`config.mk`:
```
export PLATFORM = sky130hd
export DESIGN_NAME = dm_port_arbiter
export DESIGN_NICKNAME = d
export VERILOG_FILES = /design/src/rtl/dm_port_arbiter_pkg.sv /design/src/rtl/dm_port_arbiter_rr_arb2.sv /design/src/rtl/dm_port_arbiter.sv
export SDC_FILE = /design/constraint.sdc
export NUM_CORES = 1
export LEC_CHECK = 0
export CORE_AREA = 2 2 122 124
export DETAILED_ROUTE_END_ITERATION = 8
export DIE_AREA = 0 0 124 126
export PLACE_DENSITY_LB_ADDON = 0.12
export SLEW_MARGIN = 20
export SYNTH_ARGS = -nofsm -noshare
export SYNTH_HDL_FRONTEND = slang
export SYNTH_SLANG_ARGS = --single-unit
```
`constraint.sdc`:
```
create_clock -name clk -period 5.33 [get_ports clk]
set_clock_uncertainty 0.15 [all_clocks]
set_input_delay 1.066 -clock clk [delete_from_list [all_inputs] [get_ports clk]]
set_output_delay 1.066 -clock clk [all_outputs]
set_load 0.01 [all_outputs]
```
`src/rtl/dm_port_arbiter_pkg.sv`:
```
// Shared definitions for the two-port data-memory arbiter: FSM state encoding,
// the full-word byte-enable constant and the partial-write lane merge.
package dm_port_arbiter_pkg;

    typedef enum logic [1:0] {
        ST_IDLE   = 2'd0,
        ST_ACCESS = 2'd1,
        ST_RMW_WR = 2'd2,
        ST_ACK    = 2'd3
    } state_e;

    localparam logic [3:0] BE_FULL  = 4'b1111;
    localparam logic [3:0] BE_EMPTY = 4'b0000;

    // Per byte lane: take the write data where enabled, otherwise keep the stored byte.
    function automatic logic [31:0] merge_lanes(input logic [3:0]  be,
                                                input logic [31:0] wdata,
                                                input logic [31:0] rdata);
        logic [31:0] merged;
        merged = 32'h0000_0000;
        for (int i = 0; i < 4; i++) begin
            merged[8*i +: 8] = be[i] ? wdata[8*i +: 8] : rdata[8*i +: 8];
        end
        return merged;
    endfunction

endpackage

```
`src/rtl/dm_port_arbiter_rr_arb2.sv`:
```
// Combinational two-way pick. On a tie the port that did not win last time is
// chosen, unless fixed priority is selected, in which case port 0 always wins.
module rr_arb2 (
    input  logic req0,
    input  logic req1,
    input  logic last_grant,
    input  logic prio_mode,
    output logic winner,
    output logic valid
);

    // Winner selection; winner is only meaningful while valid is high.
    always_comb begin
        valid  = req0 | req1;
        winner = 1'b0;
        if (req0 && req1) begin
            winner = prio_mode ? 1'b0 : ~last_grant;
        end else if (req1) begin
            winner = 1'b1;
        end else begin
            winner = 1'b0;
        end
    end

endmodule

```
`src/rtl/dm_port_arbiter.sv`:
```
// Arbitrates the single-port word data memory between the CPU (port 0) and the
// DMA/loader (port 1); partial writes are carried out as read-modify-write.
module dm_port_arbiter
    import dm_port_arbiter_pkg::*;
#(
    parameter int PRIO_MODE = 0
) (
    input  logic        clk,
    input  logic        reset,
    input  logic        req0,
    input  logic        req1,
    input  logic        we0,
    input  logic        we1,
    input  logic [3:0]  be0,
    input  logic [3:0]  be1,
    input  logic [31:0] addr0,
    input  logic [31:0] addr1,
    input  logic [31:0] wdata0,
    input  logic [31:0] wdata1,
    output logic        gnt0,
    output logic        gnt1,
    output logic        ack0,
    output logic        ack1,
    output logic [31:0] rdata0,
    output logic [31:0] rdata1,
    output logic        busy,
    output logic        mem_we,
    output logic [31:0] mem_addr,
    output logic [31:0] mem_wdata,
    input  logic [31:0] mem_rdata
);

    localparam logic PRIO_BIT = (PRIO_MODE != 0);

    state_e      state_q, state_d;
    logic        owner_q, owner_d;
    logic        last_grant_q, last_grant_d;
    logic        we_q, we_d;
    logic [3:0]  be_q, be_d;
    logic [31:0] mem_addr_q, mem_addr_d;
    logic [31:0] mem_wdata_q, mem_wdata_d;
    logic        mem_we_q, mem_we_d;
    logic        gnt0_q, gnt0_d, gnt1_q, gnt1_d;
    logic        ack0_q, ack0_d, ack1_q, ack1_d;
    logic [31:0] rdata0_q, rdata0_d, rdata1_q, rdata1_d;
    logic        busy_q, busy_d;

    logic        winner_s, valid_s;
    logic        sel_we_s;
    logic [3:0]  sel_be_s;
    logic [31:0] sel_addr_s, sel_wdata_s;
    logic        addr_lsb_unused_s;

    rr_arb2 u_rr_arb2 (
        .req0       (req0),
        .req1       (req1),
        .last_grant (last_grant_q),
        .prio_mode  (PRIO_BIT),
        .winner     (winner_s),
        .valid      (valid_s)
    );

    assign sel_we_s          = winner_s ? we1    : we0;
    assign sel_be_s          = winner_s ? be1    : be0;
    assign sel_addr_s        = winner_s ? addr1  : addr0;
    assign sel_wdata_s       = winner_s ? wdata1 : wdata0;
    // Memory is word-addressed; the byte offset only matters through be.
    assign addr_lsb_unused_s = ^{addr0[1:0], addr1[1:0]};

    // Next-state and next-output logic; every output is a flop.
    always_comb begin
        state_d      = state_q;
        owner_d      = owner_q;
        last_grant_d = last_grant_q;
        we_d         = we_q;
        be_d         = be_q;
        mem_addr_d   = mem_addr_q;
        mem_wdata_d  = mem_wdata_q;
        mem_we_d     = 1'b0;
        gnt0_d       = gnt0_q;
        gnt1_d       = gnt1_q;
        ack0_d       = 1'b0;
        ack1_d       = 1'b0;
        rdata0_d     = rdata0_q;
        rdata1_d     = rdata1_q;
        case (state_q)
            ST_IDLE: begin
                if (valid_s) begin
                    owner_d      = winner_s;
                    last_grant_d = winner_s;
                    we_d         = sel_we_s;
                    be_d         = sel_be_s;
                    mem_addr_d   = {sel_addr_s[31:2], 2'b00};
                    mem_wdata_d  = sel_wdata_s;
                    mem_we_d     = sel_we_s && (sel_be_s == BE_FULL);
                    gnt0_d       = ~winner_s;
                    gnt1_d       = winner_s;
                    state_d      = ST_ACCESS;
                end else begin
                    state_d = ST_IDLE;
                end
            end
            ST_ACCESS: begin
                if (!we_q) begin
                    if (owner_q) begin
                        rdata1_d = mem_rdata;
                    end else begin
                        rdata0_d = mem_rdata;
                    end
                    ack0_d  = ~owner_q;
                    ack1_d  = owner_q;
                    state_d = ST_ACK;
                end else if ((be_q == BE_FULL) || (be_q == BE_EMPTY)) begin
                    ack0_d  = ~owner_q;
                    ack1_d  = owner_q;
                    state_d = ST_ACK;
                end else begin
                    mem_wdata_d = merge_lanes(be_q, mem_wdata_q, mem_rdata);
                    mem_we_d    = 1'b1;
                    state_d     = ST_RMW_WR;
                end
            end
            ST_RMW_WR: begin
                ack0_d  = ~owner_q;
                ack1_d  = owner_q;
                state_d = ST_ACK;
            end
            ST_ACK: begin
                gnt0_d  = 1'b0;
                gnt1_d  = 1'b0;
                state_d = ST_IDLE;
            end
            default: begin
                gnt0_d  = 1'b0;
                gnt1_d  = 1'b0;
                state_d = ST_IDLE;
            end
        endcase
        busy_d = (state_d != ST_IDLE);
    end

    // State registers; reset low drops any in-flight RMW write and ack.
    always_ff @(posedge clk) begin
        if (!reset) begin
            state_q      <= ST_IDLE;
            owner_q      <= 1'b0;
            last_grant_q <= 1'b1;
            we_q         <= 1'b0;
            be_q         <= 4'b0000;
            mem_addr_q   <= 32'h0000_0000;
            mem_wdata_q  <= 32'h0000_0000;
            mem_we_q     <= 1'b0;
            gnt0_q       <= 1'b0;
            gnt1_q       <= 1'b0;
            ack0_q       <= 1'b0;
            ack1_q       <= 1'b0;
            rdata0_q     <= 32'h0000_0000;
            rdata1_q     <= 32'h0000_0000;
            busy_q       <= 1'b0;
        end else begin
            state_q      <= state_d;
            owner_q      <= owner_d;
            last_grant_q <= last_grant_d;
            we_q         <= we_d;
            be_q         <= be_d;
            mem_addr_q   <= mem_addr_d;
            mem_wdata_q  <= mem_wdata_d;
            mem_we_q     <= mem_we_d;
            gnt0_q       <= gnt0_d;
            gnt1_q       <= gnt1_d;
            ack0_q       <= ack0_d;
            ack1_q       <= ack1_d;
            rdata0_q     <= rdata0_d;
            rdata1_q     <= rdata1_d;
            busy_q       <= busy_d;
        end
    end

    assign gnt0      = gnt0_q;
    assign gnt1      = gnt1_q;
    assign ack0      = ack0_q;
    assign ack1      = ack1_q;
    assign rdata0    = rdata0_q;
    assign rdata1    = rdata1_q;
    assign busy      = busy_q;
    assign mem_we    = mem_we_q;
    assign mem_addr  = mem_addr_q;
    assign mem_wdata = mem_wdata_q;

endmodule

```
After elaboration in Yosys (flattened, before gate mapping)
Cells that the tools add are included.
Operators by class
  equal/unequal tests: 12
  multiplexer cells: 32
  bitwise operators: 5
  reduce and logical (&&, ||, !) cells: 16
Operator list (number)
  2-to-1 mux 32 bit: 5
  case mux 32 bit (2 select lines): 1
  2-to-1 mux 8 bit: 4
  AND reduction 5 bit: 4
  2-to-1 mux 1 bit: 15
  != test 2 bit (second input constant): 6
  case mux 1 bit (2 select lines): 5
  equality test 4 bit (second input constant): 2
  case mux 2 bit (4 select lines): 1
  AND reduction 3 bit: 2
  nonzero test 2 bit: 3
  equality test 2 bit (second input constant): 2
  logical NOT 4 bit: 1
  2-to-1 mux 4 bit: 1
  NOT 1 bit: 4
  AND reduction 2 bit: 2
  equality test 2 x 1 -> 1 bit (second input constant): 1
  logical AND 1 bit: 2
  logical NOT 2 bit: 1
  != test 2 x 1 -> 1 bit (second input constant): 1
  logical OR 1 bit: 1
  bitwise OR 1 bit: 1
Storage, ports and cells
  register bits: 141
  input port bits: 174
  output and inout bits: 134
  logic and storage cells: 83

Logic depth before layout (Yosys ltp)
  depth after elaboration: 7
  gate-level depth with buffers: 8
  gate-level depth less buffers: 6

Hierarchy
From an unflattened synthesis, not the netlist that was laid out.
Second synthesis, totals
  cell total of the unflattened synthesis: 755
  area total of the unflattened synthesis: 6416.2 µm²
Modules (own cells, without submodules)
  dm_port_arbiter: instances 1, cells each 752, area an instance 6398.6 µm², sequential area each 2822.7 µm²
  rr_arb2: instances 1, cells each 3, area an instance 17.5 µm², sequential area each 0.0 µm²

Least setup slack after synthesis
OpenSTA, ideal clock, no wires.
  kind: input to register
  start point: input port req1
  end point: register mem_we_q, in the netlist mem_we
  setup time: 0.074 ns
  arrival: 2.136 ns
  data required time: 5.106 ns
  setup slack: 2.970 ns
  cell stages on the path: 5
  buffers on the path: 2
  cells stage by stage: a21boi_2 -> buf_6 -> buf_6 -> or4_1 -> a31oi_1
On the way
  cells in the longest elaborated chain, start to end: 7
  elaborated cells on any way between the ends: 10
  those cells by class: eq/ne: 1; mux: 6; bitwise: 1; reduce/logical: 2
RTL lines
  start, declared: RTL line dm_port_arbiter.sv:11  | input logic req1,
  2-to-1 mux 1 bit / logical AND 1 bit (equally long branches): RTL line dm_port_arbiter_rr_arb2.sv:18, dm_port_arbiter_rr_arb2.sv:16
  2-to-1 mux 1 bit: RTL line dm_port_arbiter_rr_arb2.sv:16  | if (req0 && req1) begin
  2-to-1 mux 4 bit: RTL line dm_port_arbiter.sv:64  | assign sel_be_s = winner_s ? be1 : be0;
  equality test 4 bit: RTL line dm_port_arbiter.sv:95  | mem_we_d = sel_we_s && (sel_be_s == BE_FULL);
  logical AND 1 bit: RTL line dm_port_arbiter.sv:95
  2-to-1 mux 1 bit *: RTL line dm_port_arbiter.sv:88  | if (valid_s) begin
  case mux 1 bit (2 select lines) *: RTL line dm_port_arbiter.sv:86  | case (state_q)
  end signal, assigned: RTL line dm_port_arbiter.sv:168  | mem_we_q <= mem_we_d;
  end, declared: RTL line dm_port_arbiter.sv:42  | logic mem_we_q, mem_we_d;
Every way passes the cells marked *; elsewhere a longest branch is shown, timed or not.
A chain may end at the register's enable or synchronous reset.

Worst setup path in the final report
  start point: input port req1
  end point: register mem_wdata_q[14], in the netlist mem_wdata[14]
On the way
  cells in the longest elaborated chain, start to end: 5
  elaborated cells on any way between the ends: 9
  those cells by class: eq/ne: 1; mux: 5; bitwise: 1; reduce/logical: 2
RTL lines
  2-to-1 mux 1 bit / logical AND 1 bit (equally long branches): RTL line dm_port_arbiter_rr_arb2.sv:18, dm_port_arbiter_rr_arb2.sv:16
  2-to-1 mux 1 bit: RTL line dm_port_arbiter_rr_arb2.sv:16
  2-to-1 mux 32 bit: RTL line dm_port_arbiter.sv:66  | assign sel_wdata_s = winner_s ? wdata1 : wdata0;
  2-to-1 mux 32 bit: RTL line dm_port_arbiter.sv:88
  case mux 32 bit (2 select lines): RTL line dm_port_arbiter.sv:86
  end signal, assigned: RTL line dm_port_arbiter.sv:167  | mem_wdata_q <= mem_wdata_d;
  end, declared: RTL line dm_port_arbiter.sv:41  | logic [31:0] mem_wdata_q, mem_wdata_d;
Parallel ways exist; a longest one is shown, timed or not. The select of a mux whose other input is x is not followed.

==> qor.tcl <==
set qor(outcome) {finished clean}
set qor(timing_worst_setup_path_type) {primary input to flip-flop}
set qor(crit_fanout) 32
set qor(io-pin-count) 308
set qor(die_height_um) 126
set qor(worstMarginPinSlew_ps) 760.1
set qor(clock_path_buffers) 2
set qor(setup_repair_after_global_routing_missed_its_margin) {no}
set qor(synthesis.instances) 694
set qor(area_delta_synth_final_pct) 59.41
set qor(critPathRequiredTime_ps) 5540
set qor(vias_in_the_first_global_route) 6033
set qor(worstHoldPathCells) 2
set qor(timing.final.max_slew_violations) 0
set qor(totalNegativeSetupSlack_ps) 0
set qor(r2r_cells) 7
set qor(core_um2) 14310
set qor(floorplan.rows) 44
set qor(cts_root_buf) {clkbuf_16}
set qor(largest_net_degree_at_the_start_of_global_routing) 71
set qor(final_layout_size_suffix_gt1_share_pct) 5.447
set qor(drcViolationCount) 0
set qor(cts_resized) 0
set qor(finalCritPeriodShare_pct) 59.23
set qor(first_pass_grt_wire_length_um) 31040
set qor(clk_latency_ps) 410
set qor(power_density_of_the_placed_cells_nw_per_um2) 490.0
set qor(drtAntennaViolNets) 0
set qor(cts_hold_buffers) 0
set qor(net_count_reported_at_finish) 1138
set qor(max_cap_viol_count) 0
set qor(cts_setup_buffers) 0
set qor(wire_per_inst_um) 18.09
set qor(start_util_pct) 42.81
set qor(grt_overflow_total) 0
set qor(timing.final.hold_violations) 0
set qor(htreeDepth) 4
set qor(die_area_um2) 15620
set qor(io_buffers) 301
set qor(cts_tree) {yes}
set qor(register_area_um2) 2823
set qor(worstSetupEndpointType) {flip-flop}
set qor(fin_crit_ps) 3157
set qor(synth-main-ff-cell) {dfxtp_1}
set qor(post-route-cell-area_um2) 9769
set qor(vias_per_cell) 5.400
set qor(yosysTopAreaCell) {dfxtp_1}
set qor(share_of_synthesized_area_occupied_by_flip_flops_and_latches_pct) 46.06
set qor(synth.top_cells.by_area) {dfxtp_1, mux2i_1, nand2_1, a21oi_1, a2111oi_0}
set qor(commonest_cells_in_the_synthesized_netlist) {dfxtp_1, nand2_1, mux2i_1, a21oi_1, clkbuf_1}
set qor(tritoncts.num_buffers) 17
set qor(grt_util_all_layers_pct) 26.04
set qor(synth_enable_flop_cells) 0
set qor(avgSynthCellArea_um2) 8.831
set qor(worst_hold_slack_ps) 304.8
set qor(clock-sinks) 141
set qor(multiInputGateArea_um2) 3014
set qor(syn-cell-area_um2) 6128
set qor(filler_cell_count) 1156
set qor(async_flop_share_pct) 0
set qor(grt_antenna_before_repair) 0
set qor(min-delay-path-class) {flip-flop to flip-flop}
set qor(dp_hpwl_um) 15700
set qor(top_cell_type_s_share_of_synthesized_area_pct) 46.06
set qor(fmax_mhz) 316.7
set qor(timing.max_slew.rel_slack_pct) 49.25
set qor(die_width_um) 124
set qor(crit_arrival_ps) 3360
set qor(gp_congestion) 0.8091
set qor(detail_route.first_pass.iterations) 5
set qor(report.final.setup_viol) 0
set qor(synthDistinctLibCells) 39
set qor(vdd_drop_max_v) 0.0003212
set qor(most_repeated_cell_in_the_gate_level_netlist_after_synthesis) {dfxtp_1}
set qor(violation_count_after_the_first_detailed_routing_iteration) 446
set qor(yosys_register_bits) 141
set qor(clk_transition_reported_paths_ps) 60
set qor(crit_path_start_kind) {primary input}
set qor(placement.cell_area_um2) 9154
set qor(ys.warnings.count) 0
set qor(p_leak_nw) 3.457
set qor(final_wirelength_um) 20930
set qor(total_via_count_in_the_routed_design) 6248
set qor(diodes_inserted) 0
flip-flops by register name, indices dropped and copies added, names as in the netlist, 2 cells and up:
name,cells
be_q,4
mem_addr,30
mem_wdata,32
rdata0,32
rdata1,32
state_q,2
per-layer routing:
layer	vias up	wire length, µm	track usage, %
li1	3031	-	-
met1	2916	7814	27.33
met2	264	10680	47.71
met3	37	1772	7.563
met4	0	662	10.91
met5	-	0	0
cell type report:
type	count	area share [%]
Sequential cell	141	28.89
Clock buffer	18	4.495
Inverter	5	0.1921
Timing Repair Buffer	310	31.48
Clock inverter	14	1.729
Multi-Input combinational cell	485	30.85
Tap cell	184	2.357
where the power goes:
group | switching (mW) | internal [mW]
clock network | 0.460 | 0.748
registers | 0.188 | 1.38
logic | 1.04 | 0.969
placed cells by master (no fill, tap or decap), types with 17 or more instances in the layout:
master           synthesis  routed
dfxtp_1                141     141
clkbuf_16                0      17
a2111oi_0               32      32
o21ai_0                 35      35
a31o_1                  29      29
mux2i_1                 67      67
clkdlybuf4s50_1          0     300
nor2_1                  38      38
nand2_1                134     134
a211oi_1                35      35
a21oi_1                 66      66
per-stage QoR:
stage	utilization [%]	instances	worst slack [ps]	total power, mW
2_1_floorplan	-	695	2970	2.613
3_3_place_gp	63.95	1125	1881	3.523
3_5_place_dp	63.95	1125	1817	3.591
4_1_cts	68.20	1157	2232	4.811
5_1_grt	68.25	1157	1999	5.050
6_report	68.25	1157	2173	4.787
worst max-delay path, stage by stage:
cell and delay (ps):
clkdlybuf4s50_1 660, a21boi_4 240, buf_4 450, mux2i_1 210, a2111oi_0 540, a31o_1 160
worst paths after layout:
kind | startpoint | end | slack (ps)
hold reg to reg | rdata0[25] | rdata0[25] | 300
setup reg to reg | state_q[1] | mem_wdata[22] | 2920
hold / removal | rdata0[25] | rdata0[25] | 300
setup / recovery | req1 | mem_wdata[14] | 2170
cell families (layout without fill, tap and decap cells):
kind of cell               count (synthesis)  after routing  share of synthesized area, %
AOI/OAI and AO/OA                        212            212                         23.30
adders and majority gates                  4              4                        0.8167
buffers and inverters                     69            347                         5.349
DFF                                      141            141                         46.06
muxes                                     67             67                         10.94
other                                      1              2                       0.06119
and+or+nand+nor                          200            200                         13.47
Power figures use the tool's default switching activity.
